`src/rtl/alu_arbiter.sv`:
```
// Shares one registered ALU among NUM_REQ requesters. Requests are granted round-robin and answered over a valid/ready response channel.
// Define ALU_ARB_PRIO_EN to give requester 0 fixed top priority. Requesters 1..NUM_REQ-1 then rotate among themselves.
module alu_arbiter #(
  parameter int NUM_REQ     = 4,
  parameter int ALU_LATENCY = 1,
  parameter int ID_W        = $clog2(NUM_REQ)
) (
  input  logic                  clk,
  input  logic                  rst,
  input  logic [NUM_REQ-1:0]    req_valid,
  output logic [NUM_REQ-1:0]    req_ready,
  input  logic [NUM_REQ*32-1:0] req_a,
  input  logic [NUM_REQ*32-1:0] req_b,
  input  logic [NUM_REQ*3-1:0]  req_op,
  output logic [31:0]           alu_a,
  output logic [31:0]           alu_b,
  output logic [2:0]            alu_op,
  input  logic [31:0]           alu_result,
  input  logic                  alu_zero,
  output logic                  rsp_valid,
  input  logic                  rsp_ready,
  output logic [ID_W-1:0]       rsp_id,
  output logic [31:0]           rsp_result,
  output logic                  rsp_zero
);

  localparam int CNT_W = $clog2(ALU_LATENCY + 1);

  localparam logic [1:0] S_IDLE = 2'd0;
  localparam logic [1:0] S_EXEC = 2'd1;
  localparam logic [1:0] S_RESP = 2'd2;

`ifdef ALU_ARB_PRIO_EN
  localparam logic [ID_W-1:0] RR_RESET = ID_W'(1);
`else
  localparam logic [ID_W-1:0] RR_RESET = '0;
`endif

  logic [1:0]       state;
  logic [ID_W-1:0]  rr_ptr;
  logic [ID_W-1:0]  next_ptr;
  logic [ID_W-1:0]  grant_idx;
  logic             grant_found;
  logic [CNT_W-1:0] cnt;
  logic [31:0]      sel_a;
  logic [31:0]      sel_b;
  logic [2:0]       sel_op;

  // The second loop overrides the first, so the lowest index at or above rr_ptr wins.
  // If no such index exists, the lowest wrapped index below rr_ptr wins.
  always_comb begin
    grant_found = 1'b0;
    grant_idx   = '0;
`ifdef ALU_ARB_PRIO_EN
    for (int i = NUM_REQ - 1; i >= 1; i--) begin
      if (req_valid[i] && (i < int'(rr_ptr))) begin
        grant_found = 1'b1;
        grant_idx   = ID_W'(i);
      end
    end
    for (int i = NUM_REQ - 1; i >= 1; i--) begin
      if (req_valid[i] && (i >= int'(rr_ptr))) begin
        grant_found = 1'b1;
        grant_idx   = ID_W'(i);
      end
    end
    if (req_valid[0]) begin
      grant_found = 1'b1;
      grant_idx   = '0;
    end
`else
    for (int i = NUM_REQ - 1; i >= 0; i--) begin
      if (req_valid[i] && (i < int'(rr_ptr))) begin
        grant_found = 1'b1;
        grant_idx   = ID_W'(i);
      end
    end
    for (int i = NUM_REQ - 1; i >= 0; i--) begin
      if (req_valid[i] && (i >= int'(rr_ptr))) begin
        grant_found = 1'b1;
        grant_idx   = ID_W'(i);
      end
    end
`endif
  end

  always_comb begin
    sel_a     = '0;
    sel_b     = '0;
    sel_op    = '0;
    req_ready = '0;
    for (int i = 0; i < NUM_REQ; i++) begin
      if (ID_W'(i) == grant_idx) begin
        sel_a        = req_a[32*i +: 32];
        sel_b        = req_b[32*i +: 32];
        sel_op       = req_op[3*i +: 3];
        req_ready[i] = (state == S_IDLE) && !rst && grant_found;
      end
    end
  end

  // In priority mode, grants to requester 0 leave the rotation pointer untouched.
  always_comb begin
`ifdef ALU_ARB_PRIO_EN
    if (rsp_id == '0)
      next_ptr = rr_ptr;
    else if (int'(rsp_id) == NUM_REQ - 1)
      next_ptr = ID_W'(1);
    else
      next_ptr = rsp_id + ID_W'(1);
`else
    if (int'(rsp_id) == NUM_REQ - 1)
      next_ptr = '0;
    else
      next_ptr = rsp_id + ID_W'(1);
`endif
  end

  assign rsp_valid = (state == S_RESP);

  always_ff @(posedge clk) begin
    if (rst) begin
      state      <= S_IDLE;
      rr_ptr     <= RR_RESET;
      cnt        <= '0;
      alu_a      <= '0;
      alu_b      <= '0;
      alu_op     <= '0;
      rsp_id     <= '0;
      rsp_result <= '0;
      rsp_zero   <= 1'b0;
    end else begin
      case (state)
        S_IDLE: begin
          if (grant_found) begin
            alu_a  <= sel_a;
            alu_b  <= sel_b;
            alu_op <= sel_op;
            rsp_id <= grant_idx;
            cnt    <= CNT_W'(ALU_LATENCY);
            state  <= S_EXEC;
          end
        end
        S_EXEC: begin
          if (cnt != '0) begin
            cnt <= cnt - CNT_W'(1);
          end else begin
            rsp_result <= alu_result;
            rsp_zero   <= alu_zero;
            state      <= S_RESP;
          end
        end
        S_RESP: begin
          if (rsp_ready) begin
            rr_ptr <= next_ptr;
            state  <= S_IDLE;
          end
        end
        default: state <= S_IDLE;
      endcase
    end
  end

endmodule

```
`config.mk`:
```
export PLATFORM = sky130hd
export DESIGN_NAME = alu_arbiter
export DESIGN_NICKNAME = d
export VERILOG_FILES = /design/src/rtl/alu_arbiter.sv
export SDC_FILE = /design/constraint.sdc
export NUM_CORES = 1
export LEC_CHECK = 0
export BUFFER_PORTS_ARGS = -buffer_cell sky130_fd_sc_hd__clkbuf_2
export CORE_AREA = 2 2 162 164
export DETAILED_ROUTE_END_ITERATION = 8
export DIE_AREA = 0 0 164 166
export SKIP_CTS_REPAIR_TIMING = 1
export SYNTH_ARGS = -nofsm -noshare
export SYNTH_HDL_FRONTEND = slang
export SYNTH_SLANG_ARGS = --single-unit
```
`constraint.sdc`:
```
create_clock -name clk -period 2.2 [get_ports clk]
set_input_delay 0.11 -clock clk [delete_from_list [all_inputs] [get_ports clk]]
set_output_delay 0.11 -clock clk [all_outputs]
set_load 0.02 [all_outputs]
```
# After elaboration in Yosys (flattened, before gate mapping)
# Cells that the tools add are included.
# totals
latch_bits	0
inputBits	308
elab_cells	82
output_inout_bits	107
mem_bits_ro	0
ramBits	0
n_memories	0
regBits	107
# classes
magnitude_cmp	6
muxes	38
mul	0
reduce_logical	17
shifts	0
addsub	2
n_div	0
bitwise_logic	1
n_eq_ne	9
# ops
op	count
32-bit two-way mux	8
2-bit two-way mux	11
1-bit two-way mux	13
3-bit two-way mux	4
1-bit logical AND	8
2-bit AND reduction	4
2-bit one-hot mux with 3 select lines	1
2-bit by 1-bit == test with 1-bit output (second input constant)	2
2-bit == test (first input constant)	2
1-bit by 2-bit greater-or-equal comparator with 1-bit output (first input constant)	2
2-bit logical NOT	2
1-bit by 2-bit < comparator with 1-bit output (first input constant)	2
2-bit inequality test (second input constant)	2
3-bit AND reduction	1
2-bit by 1-bit adder with 2-bit output (second input constant)	1
1-bit by 2-bit == test with 1-bit output (first input constant)	1
2-bit == test (second input constant)	1
2-bit greater-or-equal comparator (first input constant)	1
2-bit < comparator (first input constant)	1
2-bit by 1-bit inequality test with 1-bit output (second input constant)	1
1-bit one-hot mux with 2 select lines	1
2-bit nonzero test	1
1-bit logical NOT	1
1-bit NOT	1
1-bit subtractor (second input constant)	1

# Depth between registers and ports, before layout
# depth
depth_word	14
ltp_mapped	8
ltp_nobuf	5

# Least setup slack after synthesis
# No wires, ideal clock.
# synth_timing
path_type	reg2out
start	register rr_ptr[1]
end	output port req_ready[1]
slack_ns	0.419
t_arrival_ns	1.671
n_path_buf	1
required_ns	2.090
stages_incl_launch_ff	7
path_cell_list	dfxtp_1 -> mux2i_1 -> nor2_1 -> a311oi_1 -> nand3b_1 -> clkbuf_1 -> nor2_1
# synth_between
elab_chain_cells	11
elab_cells_between_ends	29
cone_classes	order compare: 6; eq/ne: 1; mux: 15; reduce/logical: 7
# synth_lines
item	line_no	rtl
from (decl)	40	logic [ID_W-1:0] rr_ptr;
from (signal assigned)	155	rr_ptr <= next_ptr;
2-bit < comparator	73	if (req_valid[i] && (i < int'(rr_ptr))) begin
1-bit logical AND	73	
2-bit two-way mux / 1-bit two-way mux (equally long branches) (3 in series)	73	
2-bit two-way mux / 1-bit two-way mux (equally long branches) (4 in series)	79	if (req_valid[i] && (i >= int'(rr_ptr))) begin
1-bit by 2-bit == test with 1-bit output / 1-bit logical AND (equally long branches)	93, 97	
1-bit two-way mux (*)	93	if (ID_W'(i) == grant_idx) begin
to (decl)	11	output logic [NUM_REQ-1:0] req_ready,
# Every way passes the cells marked *; elsewhere a longest branch is shown, timed or not.

# Worst setup path in the final report
# layout_timing
start	register rr_ptr[1]
end	output port req_ready[0]
# layout_between
elab_chain_cells	11
elab_cells_between_ends	29
cone_classes	order compare: 6; mux: 15; reduce/logical: 8
# layout_lines
item	line_no
2-bit < comparator	73
1-bit logical AND	73
2-bit two-way mux / 1-bit two-way mux (equally long branches) (3 in series)	73
2-bit two-way mux / 1-bit two-way mux (equally long branches) (4 in series)	79
2-bit logical NOT / 1-bit logical AND (equally long branches)	93, 97
1-bit two-way mux (*)	93
# Marks and branches as above.

==> impl_metrics.toml <==
[status]
outcome = "finished, violations left"
violations = "negative hold slack"

[finish]
final_cell_area_um2 = 8520
ff_latch_area_um2 = 2150
final_util_pct = 33.2
syn_to_final_growth_pct = 60.1
drive_above_1_share_pct = 47.5
multi_input_area_um2 = 2940
instances_no_fill = 1344
fillers = 2667
final_net_count = 1312

[setup_path]
reg2reg_depth = 7
worstPathArrival_ns = 2.01
cpPeakStageDelay_ns = 0.41
worst-path-buf-inv = 2
crit_required_ns = 2.09
crit_cells = 7
worstSetupPathType = "register to primary output"
crit_fanout = 36
critPathCaptureType = "primary output"
start_kind = "register"
cp_cell_sequence = "nand2b_1 > a21oi_1 > a311oi_2 > or3b_4 > buf_12 > nor2_1 > buf_2"
cpMaxStageDelayCell = "or3b_4"
cp_top_family = "simple AND/OR/NAND/NOR gates"

[synthesis]
synth.net_count = 879
ys.flop_type = "dfxtp_1"
ys_async_sr_fraction_pct = 0
synth-edff-count = 0
ys_ff_latch = 107
ys_seq_area_share_pct = 40.3
syn_inst = 570
synth_area_um2 = 5320
syn_avg_cell_area_um2 = 9.33
synth_warnings = 0
ys_types = 24

[sta]
slew_headroom_pct = 67.0
max_freq_mhz = 471
hold_viol = 1
fin_tns_setup_ns = 0
finClkSkew_ns = 0.0126
fin_crit_ns = 2.12
slew_violations = 0
tightest_slew_ns = 0.495
setup_violations = 0
hold_ws_ns = -0.000973
setup_slack_ns = 0.0770
final.period_utilization_pct = 96.5

[placed_design]
dpl-instance-area_um2 = 7790
globalplace.congestion = 0.827
io_buffer_count = 414
place_ws_ns = 0.278
dp_hpwl_um = 15200
post-place-cells = 1288

[die]
die_h_um = 166
core_area_um2 = 25600
die_w_um = 164
dieArea_um2 = 27200
initial_utilization_pct = 20.8
pin_count = 415
num_rows = 59

[clock_network]
clockRootBuffer = "clkbuf_16"
cts_tree = "built"
cts-htree-levels = 3
clk_latency_ns = 0.36
numClockSinks = 107
cts_buffers = 9
path_clk_slew_ns = 0.08
cts_buffer_depth = 2

[global_routing]
grt-ovfl-total = 0
antenna_found_initial = 1
grt_pass1_wl_um = 28900
grt_pass1_vias = 5518
grt_max_degree = 42
grt_use_total_pct = 13.6

[routing]
drtPass1Iterations = 5
vias_per_cell = 4.42
drtIter0Drc = 267
vias = 5937
drc = 0
wl_per_cell_um = 15.3
drtAntennaViolNets = 0
routed_wl_um = 20500

[power_and_ir_drop]
peakVddDrop_v = 0.000444
power_leakage_nw = 3.96
p_per_area_nw_per_um2 = 671
power.total_mw = 5.71

[worst_hold_path]
hp-class = "input pin to register"
hold_path_depth = 3

[job]
cap_violations = 0
## tightest hold or removal path, stage by stage
cell and delay [ns]:
clkbuf_2 0.09, nand2_1 0.06, a21oi_1 0.05
## placed cells by master, fill, tap and decap left out, types with 4 or more instances in the layout
cell,synthesis,routed
dlygate4sd3_1,0,30
nor2_1,12,10
buf_4,8,23
o221ai_2,10,10
buf_12,0,4
a21oi_1,40,40
clkbuf_16,0,11
clkbuf_2,0,411
nand2_1,135,135
mux2i_1,137,137
dfxtp_1,107,105
o221ai_1,57,57
## path summary, 6_finish.rpt
path / startpoint / endpoint / slack [ns]
setup / recovery: rr_ptr[1]$_SDFFE_PP0P_ / req_ready[0] / 0.08
hold / removal: alu_result[10] / rsp_result[10]$_SDFFE_PP0P_ / -0.001
setup reg to reg: rr_ptr[1]$_SDFFE_PP0P_ / alu_a[19]$_SDFFE_PP0P_ / 0.22
hold reg to reg: rsp_result[9]$_SDFFE_PP0P_ / rsp_result[9]$_SDFFE_PP0P_ / 0.46
## final cells by class
type / instances / area share [%]
clock buffer: 9 / 2.64
antenna: 1 / 0.0294
timing repair buffer: 473 / 31.7
clock inverter: 7 / 0.837
inverter: 3 / 0.132
multi-input combinational: 409 / 34.6
tap: 335 / 4.92
sequential: 107 / 25.2
## per-layer routing
| layer | up-vias | track usage, % | wire [um] |
|---|---|---|---|
| li1 | 2937 | - | - |
| met1 | 2749 | 16.0 | 8430 |
| met2 | 234 | 24.7 | 10600 |
| met3 | 17 | 2.75 | 1190 |
| met4 | 0 | 3.70 | 316 |
| met5 | - | 0 | 0 |
## synthesized netlist by cell type, types with 2 or more instances
| master | n | area [um^2] |
|---|---|---|
| mux2i_1 | 137 | 1370 |
| nand2_1 | 135 | 507 |
| dfxtp_1 | 107 | 2140 |
| o221ai_1 | 57 | 499 |
| a21oi_1 | 40 | 200 |
| clkbuf_1 | 27 | 101 |
| buf_2 | 14 | 70.1 |
| nor2_1 | 12 | 45.0 |
| o221ai_2 | 10 | 150 |
| buf_4 | 8 | 60.1 |
| inv_1 | 3 | 11.3 |
| nand2b_1 | 3 | 18.8 |
| nor2b_1 | 3 | 18.8 |
| nor3_1 | 3 | 15.0 |
| buf_6 | 2 | 22.5 |
## power breakdown
part | switching (mW) | internal [mW] | leakage, nW
Combinational | 0.974 | 0.754 | 2.94
Clock | 0.870 | 0.806 | 0.139
Sequential | 0.137 | 2.17 | 0.881
Total | 1.98 | 3.73 | 3.96
## flip-flops by register name (all words and copies together), names as in the netlist
register and cells:
rsp_result 32, rsp_id 2, rsp_zero 1, rr_ptr 2, state 2, alu_a 32
alu_op 3, cnt 1, alu_b 32
## kinds of logic (layout without fill, tap and decap cells)
group | Yosys count | count (layout) | synth area share [%]
AOI/OAI and AO/OA | 110 | 110 | 16.4
adders and majority gates | 1 | 1 | 0.235
buffers and inverters | 54 | 492 | 4.99
DFF | 107 | 107 | 40.3
muxes | 137 | 137 | 25.8
other | 0 | 1 | 0
and+or+nand+nor | 161 | 161 | 12.3
(Power assumes the default switching activity.)
